[config.mk]
export PLATFORM = sky130hd
export DESIGN_NAME = b_resp_sched
export DESIGN_NICKNAME = d
export VERILOG_FILES = /design/src/rtl/b_resp_sched.sv
export SDC_FILE = /design/constraint.sdc
export NUM_CORES = 1
export LEC_CHECK = 0
export ABC_CLOCK_PERIOD_IN_PS = 2280
export CAP_MARGIN = 20
export CELL_PAD_IN_SITES_DETAIL_PLACEMENT = 1
export CELL_PAD_IN_SITES_GLOBAL_PLACEMENT = 2
export CORE_AREA = 3 3 77 79
export DETAILED_ROUTE_END_ITERATION = 16
export DIE_AREA = 0 0 80 82
export DONT_BUFFER_PORTS = 1
export GPL_TIMING_DRIVEN = 1
export PLACE_DENSITY_LB_ADDON = 0.25
export REMOVE_ABC_BUFFERS = 1
export SLEW_MARGIN = 20
export SYNTH_ARGS = -nofsm -noshare
export SYNTH_HDL_FRONTEND = slang
export SYNTH_SLANG_ARGS = --single-unit
[constraint.sdc]
create_clock -name clk -period 2.28 [get_ports clk]
set_clock_uncertainty 0.1 [all_clocks]
set_input_delay 0 -clock clk [delete_from_list [all_inputs] [get_ports clk]]
set_output_delay 0 -clock clk [all_outputs]
set_load 0.02 [all_outputs]
[src/rtl/b_resp_sched.sv]
// AXI B-channel scheduler: in-order AWID queue paired with AHB responses popped from the response FIFO.
// Latency: fifo_rd_en in cycle N gives bvalid in N+1, and bready in N gives bvalid low in N+1 (1 response per 2 cycles).
// Backpressure: bvalid/bid/bresp hold until bready; aw_ready drops at DEPTH outstanding; B_RESP_SCHED_ERR_MAP_EN remaps AHB codes to AXI.
module b_resp_sched #(
    parameter int ID_W  = 4,
    parameter int DEPTH = 8,
    localparam int PW   = $clog2(DEPTH)
) (
    input  logic            clk,
    input  logic            reset,
    input  logic            aw_push,
    input  logic [ID_W-1:0] aw_id,
    output logic            aw_ready,
    input  logic            fifo_empty,
    output logic            fifo_rd_en,
    input  logic [1:0]      fifo_data,
    output logic            bvalid,
    input  logic            bready,
    output logic [ID_W-1:0] bid,
    output logic [1:0]      bresp,
    output logic [PW:0]     outstanding
);

    localparam logic [PW:0] CNT_FULL = (PW+1)'(DEPTH);

    typedef enum logic {
        ST_IDLE  = 1'b0,
        ST_VALID = 1'b1
    } state_t;

    state_t          state;
    logic [ID_W-1:0] id_mem [DEPTH];
    logic [PW-1:0]   wr_ptr;
    logic [PW-1:0]   rd_ptr;
    logic [PW:0]     cnt;
    logic            do_push;
    logic            do_pop;
    logic [1:0]      resp_mapped;

    assign aw_ready    = (cnt != CNT_FULL);
    assign do_push     = aw_push && aw_ready;
    assign do_pop      = bvalid && bready;
    assign outstanding = cnt;

    // cnt is registered, so a burst pushed this cycle cannot claim a response until next cycle
    assign fifo_rd_en  = (state == ST_IDLE) && (cnt != '0) && !fifo_empty;

`ifdef B_RESP_SCHED_ERR_MAP_EN
    // AHB ERROR, RETRY and SPLIT all surface to the AXI master as SLVERR
    assign resp_mapped = (fifo_data == 2'b00) ? 2'b00 : 2'b10;
`else
    assign resp_mapped = fifo_data;
`endif

    always_ff @(posedge clk) begin
        if (do_push) begin
            id_mem[wr_ptr] <= aw_id;
        end
    end

    always_ff @(posedge clk or posedge reset) begin
        if (reset) begin
            wr_ptr <= '0;
            rd_ptr <= '0;
            cnt    <= '0;
        end else begin
            if (do_push) begin
                wr_ptr <= wr_ptr + PW'(1);
            end
            if (do_pop) begin
                rd_ptr <= rd_ptr + PW'(1);
            end
            case ({do_push, do_pop})
                2'b10:   cnt <= cnt + (PW+1)'(1);
                2'b01:   cnt <= cnt - (PW+1)'(1);
                default: cnt <= cnt;
            endcase
        end
    end

    always_ff @(posedge clk or posedge reset) begin
        if (reset) begin
            state  <= ST_IDLE;
            bvalid <= 1'b0;
            bid    <= '0;
            bresp  <= 2'b00;
        end else begin
            case (state)
                ST_IDLE: begin
                    if (fifo_rd_en) begin
                        bid    <= id_mem[rd_ptr];
                        bresp  <= resp_mapped;
                        bvalid <= 1'b1;
                        state  <= ST_VALID;
                    end
                end
                ST_VALID: begin
                    if (bready) begin
                        bvalid <= 1'b0;
                        state  <= ST_IDLE;
                    end
                end
                default: begin
                    bvalid <= 1'b0;
                    state  <= ST_IDLE;
                end
            endcase
        end
    end

endmodule
==> out/qor_table.md, run 1 <==
| Item | This run |
| --- | --- |
| Status | complete, no violations |
| Global-route wire length before repair | 6.451 mm |
| Combinational share of power | 0.336 |
| Post-layout total power | 3.064 mW |
| Insertion delay of the later-clocked pin in the worst-skew pair | 0.30 ns |
| Yosys top cell by area | edfxtp_1 |
| Place WS | 0.1028 ns |
| Clock power frac | 0.175 |
| Type of origin of the critical path | register |
| Global-route layer with the greatest usage | met2 |
| Via Count | 1125 |
| Number of different library cells in the post-synthesis netlist | 26 |
| Hold-critical path endpoint | bvalid |
| DRC violation count after routing | 0 |
| Clock Root Buffer | clkbuf_8 |
| DP Cell Count | 214 |
| Critical Path RT | 2.38 ns |
| Layout Cells excl Fill | 231 |
| Most used cell along the critical path | xor2_1 |
| Dominant register cell in the synthesized netlist | edfxtp_1 |
| Worst min-delay path category | input port to register |
| CP max-delay cell | dfrtp_1 |
| CP Class | register to register |
| Met3 demand-to-capacity share in global routing | 0.04825 |
| Clock transition at path regs | 0.09 ns |
| Rel. slew slack | 0.5102 |
| Internal | 1.965 mW |
| Sum of overflow across all layers after global routing | 0 |
| Cell family contributing the most delay on the critical path | simple AND/OR/NAND/NOR gates |
| Sequential fraction of design power | 0.490 |
| Met2 routing resource usage after global routing | 0.2161 |
| Combined global-route utilization of all metal layers | 0.1350 |
| Site row count | 27 |
| Post-synthesis async set-or-reset flop share | 0.3600 |
| Maximum clock path buffer count | 2 |
| Synth warnings | 0 |
| Number of nets in the layout | 174 |
| CP arrival | 2.19 ns |
| Reg-to-reg critical path endpoint | outstanding[2] |
| Initial antenna violation count | 0 |
| Placeable core region | 5405 um2 |
| Fraction of layout cells with a size suffix above 1 | 0.1698 |
| Per-instance average area after synthesis | 15.42 um2 |
| Net switching fraction of the power | 0.3587 |
| Worst IR drop on VDD | 0.4953 mV |
| Clock sinks | 50 |
| Number of CTS-inserted buffers | 5 |
| Slack of the worst reg-to-reg path | 0.19 ns |
| Pleak | 0.9331 nW |
| Pin count of the biggest net entering global routing | 19 |
| Starting utilization of the core area | 0.3907 |
| Via count of the first global-routing pass | 1237 |
| Setup repair after global routing missed its margin | false |
| Via density | 4.870 |
| Die Area | 6560 um2 |
| Leading post-synthesis cells by cell area | edfxtp_1, dfrtp_1, mux2i_1, mux4_2, ha_1 |
| Setup WS post-layout | 0.1865 ns |
| Die Span X | 80 um |
| Critical path fanouts, max | 4 |
| Worst min-delay path startpoint | fifo_empty |
| Net switching power of the design | 1.099 mW |
| Area added between synthesis and finish | 14.51% |
| Final Slew Violations | 0 |
| Height of the chip | 82 um |
| Worst flop-to-flop path startpoint | outstanding[1] |
| Remaining antenna violation count after routing | 0 |
| Final Hold Fails | 0 |
| Number of gates on the worst path with buffers counted | 10 |
| Fillcell total | 566 |
| Crit path buf inv count | 0 |
| Placer congestion estimate | 0.7338 |
| Power per cell area | 1267 nW/um2 |
| Period minus WS final | 2.093 ns |
| Cell depth of the worst min-delay path | 2 |
| Number of cell instances on the worst register-to-register path | 10 |
| Number of endpoints failing setup at the final stage | 0 |
| Maximum level of the CTS H-tree | 2 |
| Final design utilization | 0.4475 |
| Number of synthesized register bits | 50 |
| CTS tree | built |
| Area fraction of the dominant cell type after synthesis | 0.4550 |
| Synth Cell Area | 2112 um2 |
| WL/cell | 17.03 um |
| FMAX | 477.7 MHz |
| Setup bufs post-CTS | 0 |
| Reported max-cap violation count | 0 |
| Number of DRC violations after detailed-routing iteration 0 | 73 |
| Number of top-level pins | 24 |
| Sequential fraction of the synthesis area | 0.6682 |
| Crit-path cells | nor3_2 > nand2_1 > nand2_1 > ha_2 > xor2_1 > ha_1 > a21oi_1 > xor2_1 > nor2_1 > xor2_1 |
| Worst-Margin Slew | 0.7339 ns |
| Detailed-route wire length | 3.933 mm |
| Endpoint type of the worst setup path | register |
| Post-DP HPWL | 2.856 mm |
| Ant diodes | 0 |
| Final Cycle Share | 0.9182 |
| M1 GR Usage | 0.1706 |
| Critical path's largest stage delay | 0.40 ns |
| Instance count of the mapped netlist | 137 |
| Count of buffers from port buffering | 0 |
| First drt pass iteration count | 4 |
| Post-synth EDFFs | 32 |
[kinds of logic (layout without fill, tap and decap cells)]
| group | after synthesis | in the layout | synth area share |
|---|---|---|---|
| multiplexers | 25 | 25 | 0.1451 |
| AO/OA/AOI/OAI | 10 | 10 | 0.02785 |
| buffers and inverters | 8 | 30 | 0.02607 |
| AND/OR/NAND/NOR | 30 | 30 | 0.06576 |
| flip-flops | 50 | 50 | 0.6682 |
| XOR/XNOR | 9 | 9 | 0.03732 |
| adder cells (fa/ha/maj) | 5 | 5 | 0.02962 |
[registers in the layout, summed over array words and instances (netlist names)]
| register | flops |
|---|---|
| wr_ptr | 3 |
| rd_ptr | 3 |
| id_mem | 32 |
| bresp | 2 |
| bid | 4 |
| state | 1 |
| outstanding | 4 |
| bvalid | 1 |
[worst reg2reg max path, stage by stage (launching register included)]
cell	delay [ns]
dfrtp_1	0.40
nor3_2	0.22
nand2_1	0.11
nand2_1	0.15
ha_2	0.24
xor2_1	0.08
ha_1	0.18
a21oi_1	0.14
xor2_1	0.17
nor2_1	0.07
xor2_1	0.14
[cells in the final DEF (no fill, tap or decap), drive strengths merged]
master / count
xor2: 3
buf: 8
nand2: 12
edfxtp: 32
o32ai: 1
clkbuf: 6
a211o: 1
mux2: 5
nand3: 2
nor4: 1
nor3: 5
dfrtp: 18
or3: 1
nor2b: 3
clkinv: 1
mux2i: 16
o21ai: 5
clkinvlp: 1
nand2b: 2
nor2: 4
xnor2: 6
dlygate4sd3: 9
a21oi: 2
a31oi: 1
inv: 5
mux4: 4
ha: 5
[cells in the mapped netlist (4+ instances only)]
library cell	number
nor2_1	4
ha_1	5
mux2i_1	16
inv_1	5
dfrtp_1	18
mux4_2	4
mux2_2	5
xnor2_1	6
nor3_1	5
edfxtp_1	32
nand2_1	12
[area by class of cell]
type | count | area [um2] | share of cell area
clock inverter | 2 | 12.51 | 0.005173
sequential | 50 | 1411 | 0.5835
tap | 72 | 90.09 | 0.03725
clock buffer | 6 | 82.58 | 0.03414
timing repair buffer | 17 | 150.1 | 0.06208
multi-input combinational | 79 | 653.1 | 0.2700
inverter | 5 | 18.77 | 0.007760
[power by group through the flow]
stage,clock network [mW],registers (mW),logic (mW)
after CTS,0.554,1.50,1.05
after floorplan,0,1.58,0.647
after global placement,0,1.50,0.980
final,0.535,1.50,1.03
after detailed placement,0,1.52,1.03
after global routing,0.595,1.54,1.15
[worst max-delay path by stage]
stage                               from             end  slack (ns)
after floorplan           outstanding[1]  outstanding[2]       -0.17
after global placement    outstanding[1]  outstanding[2]        0.27
after detailed placement  outstanding[1]  outstanding[2]        0.10
after CTS                 outstanding[1]  outstanding[2]        0.08
after global routing      outstanding[1]  outstanding[2]        0.02
final                     outstanding[1]  outstanding[2]        0.19
[stage by stage]
| stage | area (um2) | setup TNS [ns] | hold WS (ns) |
|---|---|---|---|
| 2_1_floorplan | 2076 | -0.3468 | -0.1614 |
| 3_3_place_gp | 2226 | 0 | -0.06821 |
| 3_5_place_dp | 2226 | 0 | -0.05015 |
| 4_1_cts | 2411 | 0 | 0.04410 |
| 5_1_grt | 2419 | 0 | 0.07972 |
| 6_report | 2419 | 0 | 0.04158 |
[layer usage]
metal	wire length (um)	vias up
met5	0	-
met4	57	0
met3	183	7
met2	1905	23
met1	1786	554
li1	-	541
[repair_timing]
action | CTS | global route
hold buffers | 9 | 0
setup endpoints to repair | 0 | 1
gates resized for setup | 0 | 2
endpoints found under the hold margin | 59 | 0
(Power assumes the default switching activity.)
==> inputs of run 2 (changes only) <==
--- a/config.mk
+++ b/config.mk
@@ -9,9 +9,9 @@
 export CAP_MARGIN = 20
 export CELL_PAD_IN_SITES_DETAIL_PLACEMENT = 1
 export CELL_PAD_IN_SITES_GLOBAL_PLACEMENT = 2
-export CORE_AREA = 3 3 77 79
+export CORE_AREA = 3 3 66 92
 export DETAILED_ROUTE_END_ITERATION = 16
-export DIE_AREA = 0 0 80 82
+export DIE_AREA = 0 0 69 95
 export DONT_BUFFER_PORTS = 1
 export GPL_TIMING_DRIVEN = 1
 export PLACE_DENSITY_LB_ADDON = 0.25
==> out/qor_table.md, run 2 (same netlist as run 1, synthesis figures left out) <==
| Item | This run |
| --- | --- |
| Critical Path RT | 2.37 ns |
| Most common cell after layout, fill and taps aside | edfxtp_1 |
| Number of endpoints failing setup at the final stage | 0 |
| Setup WS post-layout | 0.2047 ns |
| Remaining antenna violation count after routing | 0 |
| Number of nets in the layout | 178 |
| Post-layout total power | 3.089 mW |
| First drt pass iteration count | 4 |
| Final Slew Violations | 0 |
| Sum of negative setup slack | 0 ns |
| Detailed-route wire length | 3.988 mm |
| Clock sinks | 50 |
| Ant diodes | 0 |
| Count of buffers from port buffering | 0 |
| DRC violation count after routing | 0 |
| Final design utilization | 0.4620 |
| Number of CTS-inserted buffers | 5 |
| Place WS | 0.09813 ns |
| Number of DRC violations after detailed-routing iteration 0 | 21 |
| Critical path fanouts, max | 4 |
| Insertion delay of the later-clocked pin in the worst-skew pair | 0.30 ns |
| Via density | 5.022 |
| Reported max-cap violation count | 0 |
| Area added between synthesis and finish | 15.40% |
| Maximum clock path buffer count | 2 |
| Final Cycle Share | 0.9102 |
| CTS tree | built |
| Endpoint type of the worst setup path | register |
| Post-DP HPWL | 2.975 mm |
| WL/cell | 17.41 um |
| Global-route wire length before repair | 6.672 mm |
| Worst IR drop on VDD | 0.6345 mV |
| Commonest cells after routing, fill and taps aside | edfxtp_1, dfrtp_1, mux2i_1, nand2_1, dlygate4sd3_1 |
| Site row count | 31 |
| Type of origin of the critical path | register |
| Placer congestion estimate | 0.7304 |
| Clock Root Buffer | clkbuf_8 |
| Final Hold Fails | 0 |
| Die Span X | 69 um |
| Worst-Margin Slew | 0.7689 ns |
| Pin count of the biggest net entering global routing | 19 |
| Period minus WS final | 2.075 ns |
| Maximum level of the CTS H-tree | 2 |
| Starting utilization of the core area | 0.4004 |
| Fraction of layout cells with a size suffix above 1 | 0.1718 |
| Max FFs per register | 32 |
| Number of top-level pins | 24 |
| Via count of the first global-routing pass | 1269 |
| Via Count | 1150 |
| Combined global-route utilization of all metal layers | 0.1328 |
| Clock transition at path regs | 0.09 ns |
| CP arrival | 2.16 ns |
| Die Area | 6555 um2 |
| Pleak | 0.9487 nW |
| Layout Cells excl Fill | 229 |
| DP Cell Count | 210 |
| Worst min-delay path category | input port to register |
| Initial antenna violation count | 0 |
| CP Class | register to register |
| Power per cell area | 1268 nW/um2 |
| Rel. slew slack | 0.4835 |
| Status | complete, no violations |
| Placeable core region | 5275 um2 |
| FMAX | 481.9 MHz |
| Height of the chip | 95 um |
| Sum of overflow across all layers after global routing | 0 |
| Register with the highest flop count | id_mem |
-- run 2: cell types whose count changed in the layout (fill, tap and decap cells not counted), sizes merged --
cell	previous run	this run
buf	8	10
clkinvlp	1	0
clkinv	1	2
dlygate4sd3	9	11
-- run 2: per-stage QoR --
step / hold WS [ns] / area, um2
after floorplan: -0.1614 / 2076
after global placement: -0.06941 / 2233
after detailed placement: -0.05738 / 2233
after CTS: 0.04827 / 2430
after global routing: 0.06613 / 2437
final: 0.03714 / 2437
-- run 2: critical path, cell delays in order (launching register included) --
cell	delay, ns
dfrtp_1	0.40
nor3_2	0.22
nand2_1	0.10
nand2_1	0.13
ha_2	0.24
xor2_1	0.08
ha_1	0.17
a21oi_1	0.15
xor2_1	0.16
nor2_1	0.07
xor2_1	0.14
-- run 2: report_power, final --
part           total, mW  switching (mW)  internal [mW]
Sequential          1.49           0.273           1.22
Clock              0.495           0.278          0.217
Combinational       1.10           0.557          0.546
Total               3.09            1.11           1.98
-- run 2: path summary, 6_finish.rpt --
| check | cells after the start | end | start | slack, ns |
|---|---|---|---|---|
| hold reg to reg | 2 | state | state | 0.47 |
| setup / recovery | 10 | outstanding[2] | outstanding[1] | 0.20 |
| min in group asynchronous | 2 | rd_ptr[0] | reset | 0.14 |
| setup reg to reg | 10 | outstanding[2] | outstanding[1] | 0.20 |
| hold / removal | 3 | bvalid | fifo_empty | 0.04 |
| max in group asynchronous | 2 | wr_ptr[0] | reset | 1.49 |
-- run 2: routing by layer --
layer / track usage / vias to the layer above / share of wire
met5: 0 / - / 0
met4: 0.04886 / 0 / 0.014
met3: 0.03408 / 6 / 0.037
met2: 0.2325 / 24 / 0.52
met1: 0.1573 / 570 / 0.42
li1: - / 550 / -
-- run 2: timing repair --
item	CTS	global route
endpoints found under the hold margin	59	0
endpoints found under the setup margin	0	3
hold buffers	11	0
buffers inserted	0	0
gates resized for setup	0	2
-- run 2: area by class of cell --
type / count / area, um2
Fill cell: 551 / 2838
Sequential cell: 50 / 1411
Multi-Input combinational cell: 79 / 653.1
Timing Repair Buffer: 21 / 185.2
Tap cell: 66 / 82.58
Clock buffer: 6 / 72.57
Inverter: 5 / 18.77
Clock inverter: 2 / 13.76
==> inputs of run 3 (changes only) <==
==> constraint.sdc (replaced) <==
create_clock -name clk -period 2.28 [get_ports clk]
set_clock_uncertainty 0.1 [all_clocks]
set_input_delay 0.114 -clock clk [delete_from_list [all_inputs] [get_ports clk]]
set_output_delay 0.114 -clock clk [all_outputs]
set_load 0.02 [all_outputs]
==> out/qor_table.md, run 3 (same netlist as run 1, synthesis figures left out) <==
| Item | This run |
| --- | --- |
| Status | complete, no violations |
| Via Count | 1161 |
| Worst-Margin Slew | 0.7273 ns |
| Die Area | 6555 um2 |
| Sum of negative setup slack | 0 ns |
| Number of cell instances on the worst register-to-register path | 7 |
| Maximum clock path buffer count | 2 |
| Initial antenna violation count | 0 |
| Pleak | 0.9257 nW |
| Max FFs per register | 32 |
| Layout Cells excl Fill | 225 |
| Remaining antenna violation count after routing | 0 |
| Ant diodes | 0 |
| Die Span X | 69 um |
| Count of buffers from port buffering | 0 |
| Critical path fanouts, max | 5 |
| Final Slew Violations | 0 |
| Most used cell along the critical path | nand2_1 |
| Endpoint type of the worst setup path | register |
| Design area | 2404 um2 |
| Site row count | 31 |
| Number of endpoints failing setup at the final stage | 0 |
| Commonest cells after routing, fill and taps aside | edfxtp_1, dfrtp_1, mux2i_1, nand2_1, dlygate4sd3_1 |
| CP arrival | 2.24 ns |
| FMAX | 474.7 MHz |
| Most common cell after layout, fill and taps aside | edfxtp_1 |
| Sum of overflow across all layers after global routing | 0 |
| Fraction of layout cells with a size suffix above 1 | 0.1635 |
| Combined global-route utilization of all metal layers | 0.1308 |
| Critical Path RT | 2.41 ns |
| First drt pass iteration count | 4 |
| Power per cell area | 1267 nW/um2 |
| Critical path's largest stage delay | 0.40 ns |
| Placer congestion estimate | 0.7018 |
| CP Class | register to register |
| DP Cell Count | 208 |
| Reg-to-reg critical path endpoint | outstanding[3] |
| Worst IR drop on VDD | 0.5797 mV |
| Final Hold Fails | 0 |
| Final design utilization | 0.4556 |
| Register with the highest flop count | id_mem |
| Rel. slew slack | 0.5114 |
| Post-DP HPWL | 2.893 mm |
| Setup repair after global routing missed its margin | false |
| Post-placement cell area | 2218 um2 |
| Beginning of the critical path | outstanding[1] |
| CTS tree | built |
| Slack of the worst reg-to-reg path | 0.17 ns |
| WL/cell | 17.65 um |
| Insertion delay of the later-clocked pin in the worst-skew pair | 0.30 ns |
| Number of top-level pins | 24 |
| Global-route wire length before repair | 6.575 mm |
| Placeable core region | 5275 um2 |
| Detailed-route wire length | 3.971 mm |
| Period minus WS final | 2.106 ns |
| Capture point of the worst path | outstanding[3] |
| Fillcell total | 547 |
| Starting utilization of the core area | 0.4004 |
| Area added between synthesis and finish | 13.80% |
| Number of DRC violations after detailed-routing iteration 0 | 39 |
| Clock sinks | 50 |
| Clock Root Buffer | clkbuf_8 |
| Reported max-cap violation count | 0 |
| Via count of the first global-routing pass | 1274 |
| Via density | 5.160 |
| Number of nets in the layout | 174 |
| Maximum level of the CTS H-tree | 2 |
| Worst flop-to-flop path startpoint | outstanding[1] |
| Height of the chip | 95 um |
| Clock transition at path regs | 0.09 ns |
| Pin count of the biggest net entering global routing | 19 |
| CP max-delay cell | or3_1 |
| Type of origin of the critical path | register |
| Final Cycle Share | 0.9239 |
| Setup bufs post-CTS | 0 |
| Crit-path cells | nor3_1 > nand2_1 > nand2_1 > ha_1 > or3_1 > o32ai_1 > xnor2_1 |
| Number of CTS-inserted buffers | 5 |
| Worst min-delay path category | input port to register |
| DRC violation count after routing | 0 |
==> run 3: cell types whose count changed in the layout (fill, tap and decap cells not counted) <==
cell / change
dlygate4sd3_1: -2
clkbuf_1: -1
clkinv_2: -1
clkinv_4: -1
inv_6: +1
nor3_2: -1
nor3_1: +1
clkinvlp_4: +2
buf_4: -2
==> run 3: how the worst min path moves through the flow <==
stage                       start        end  depth (start not counted)  slack [ns]
final                     aw_push  wr_ptr[0]                          3        0.09
after global placement      reset  rd_ptr[0]                          1        0.05
after CTS                 aw_push  wr_ptr[0]                          3        0.07
after floorplan             reset     bid[0]                          1       -0.05
after detailed placement    reset  rd_ptr[2]                          1        0.07
after global routing      aw_push  wr_ptr[0]                          3        0.08
==> run 3: report_power, final <==
group          leakage, nW  switching [mW]  internal [mW]  total (mW)
registers            0.503           0.281           1.22        1.50
clock network       0.0408           0.300          0.220       0.520
logic                0.382           0.525          0.501        1.03
total                0.926            1.11           1.94        3.05
==> run 3: area by class of cell <==
| class | instances | area [um2] | share of cell area |
|---|---|---|---|
| flip-flops and latches | 50 | 1411 | 0.5872 |
| multi-input cells | 79 | 648.1 | 0.2697 |
| repair buffers | 17 | 150.1 | 0.06247 |
| well taps | 66 | 82.58 | 0.03436 |
| clock buffers | 5 | 68.82 | 0.02863 |
| clock inverters | 3 | 23.77 | 0.009891 |
| inverters | 5 | 18.77 | 0.007808 |
==> run 3: through the flow <==
step	worst slack (ns)	total power [mW]	hold slack (ns)
6_report	0.1735	3.046	0.09259
5_1_grt	0.02279	3.257	0.08038
4_1_cts	0.1479	3.093	0.07250
3_5_place_dp	0.1490	2.550	0.06565
3_3_place_gp	0.2682	2.482	0.04745
2_1_floorplan	-0.1749	2.228	-0.04743
==> run 3: timing repair <==
action / in CTS / in global routing
setup endpoints to repair: 0 / 1
endpoints found under the hold margin: 56 / 0
resized for setup: 0 / 1
hold buffers: 9 / 0
==> run 3: routing by layer <==
layer  global-route usage  wire, um
met4              0.04397        52
met2               0.2357      2124
met1               0.1498      1623
met3              0.03514       170
met5                    0         0
==> run 3: worst max-delay path, delay by kind of cell, from the launching register on <==
family / cells / cell delay, ns
DFF: 1 / 0.38
xor gates and xnor gates: 1 / 0.16
and+or+nand+nor: 4 / 0.88
adders and majority gates: 1 / 0.31
AOI/OAI and AO/OA: 1 / 0.20
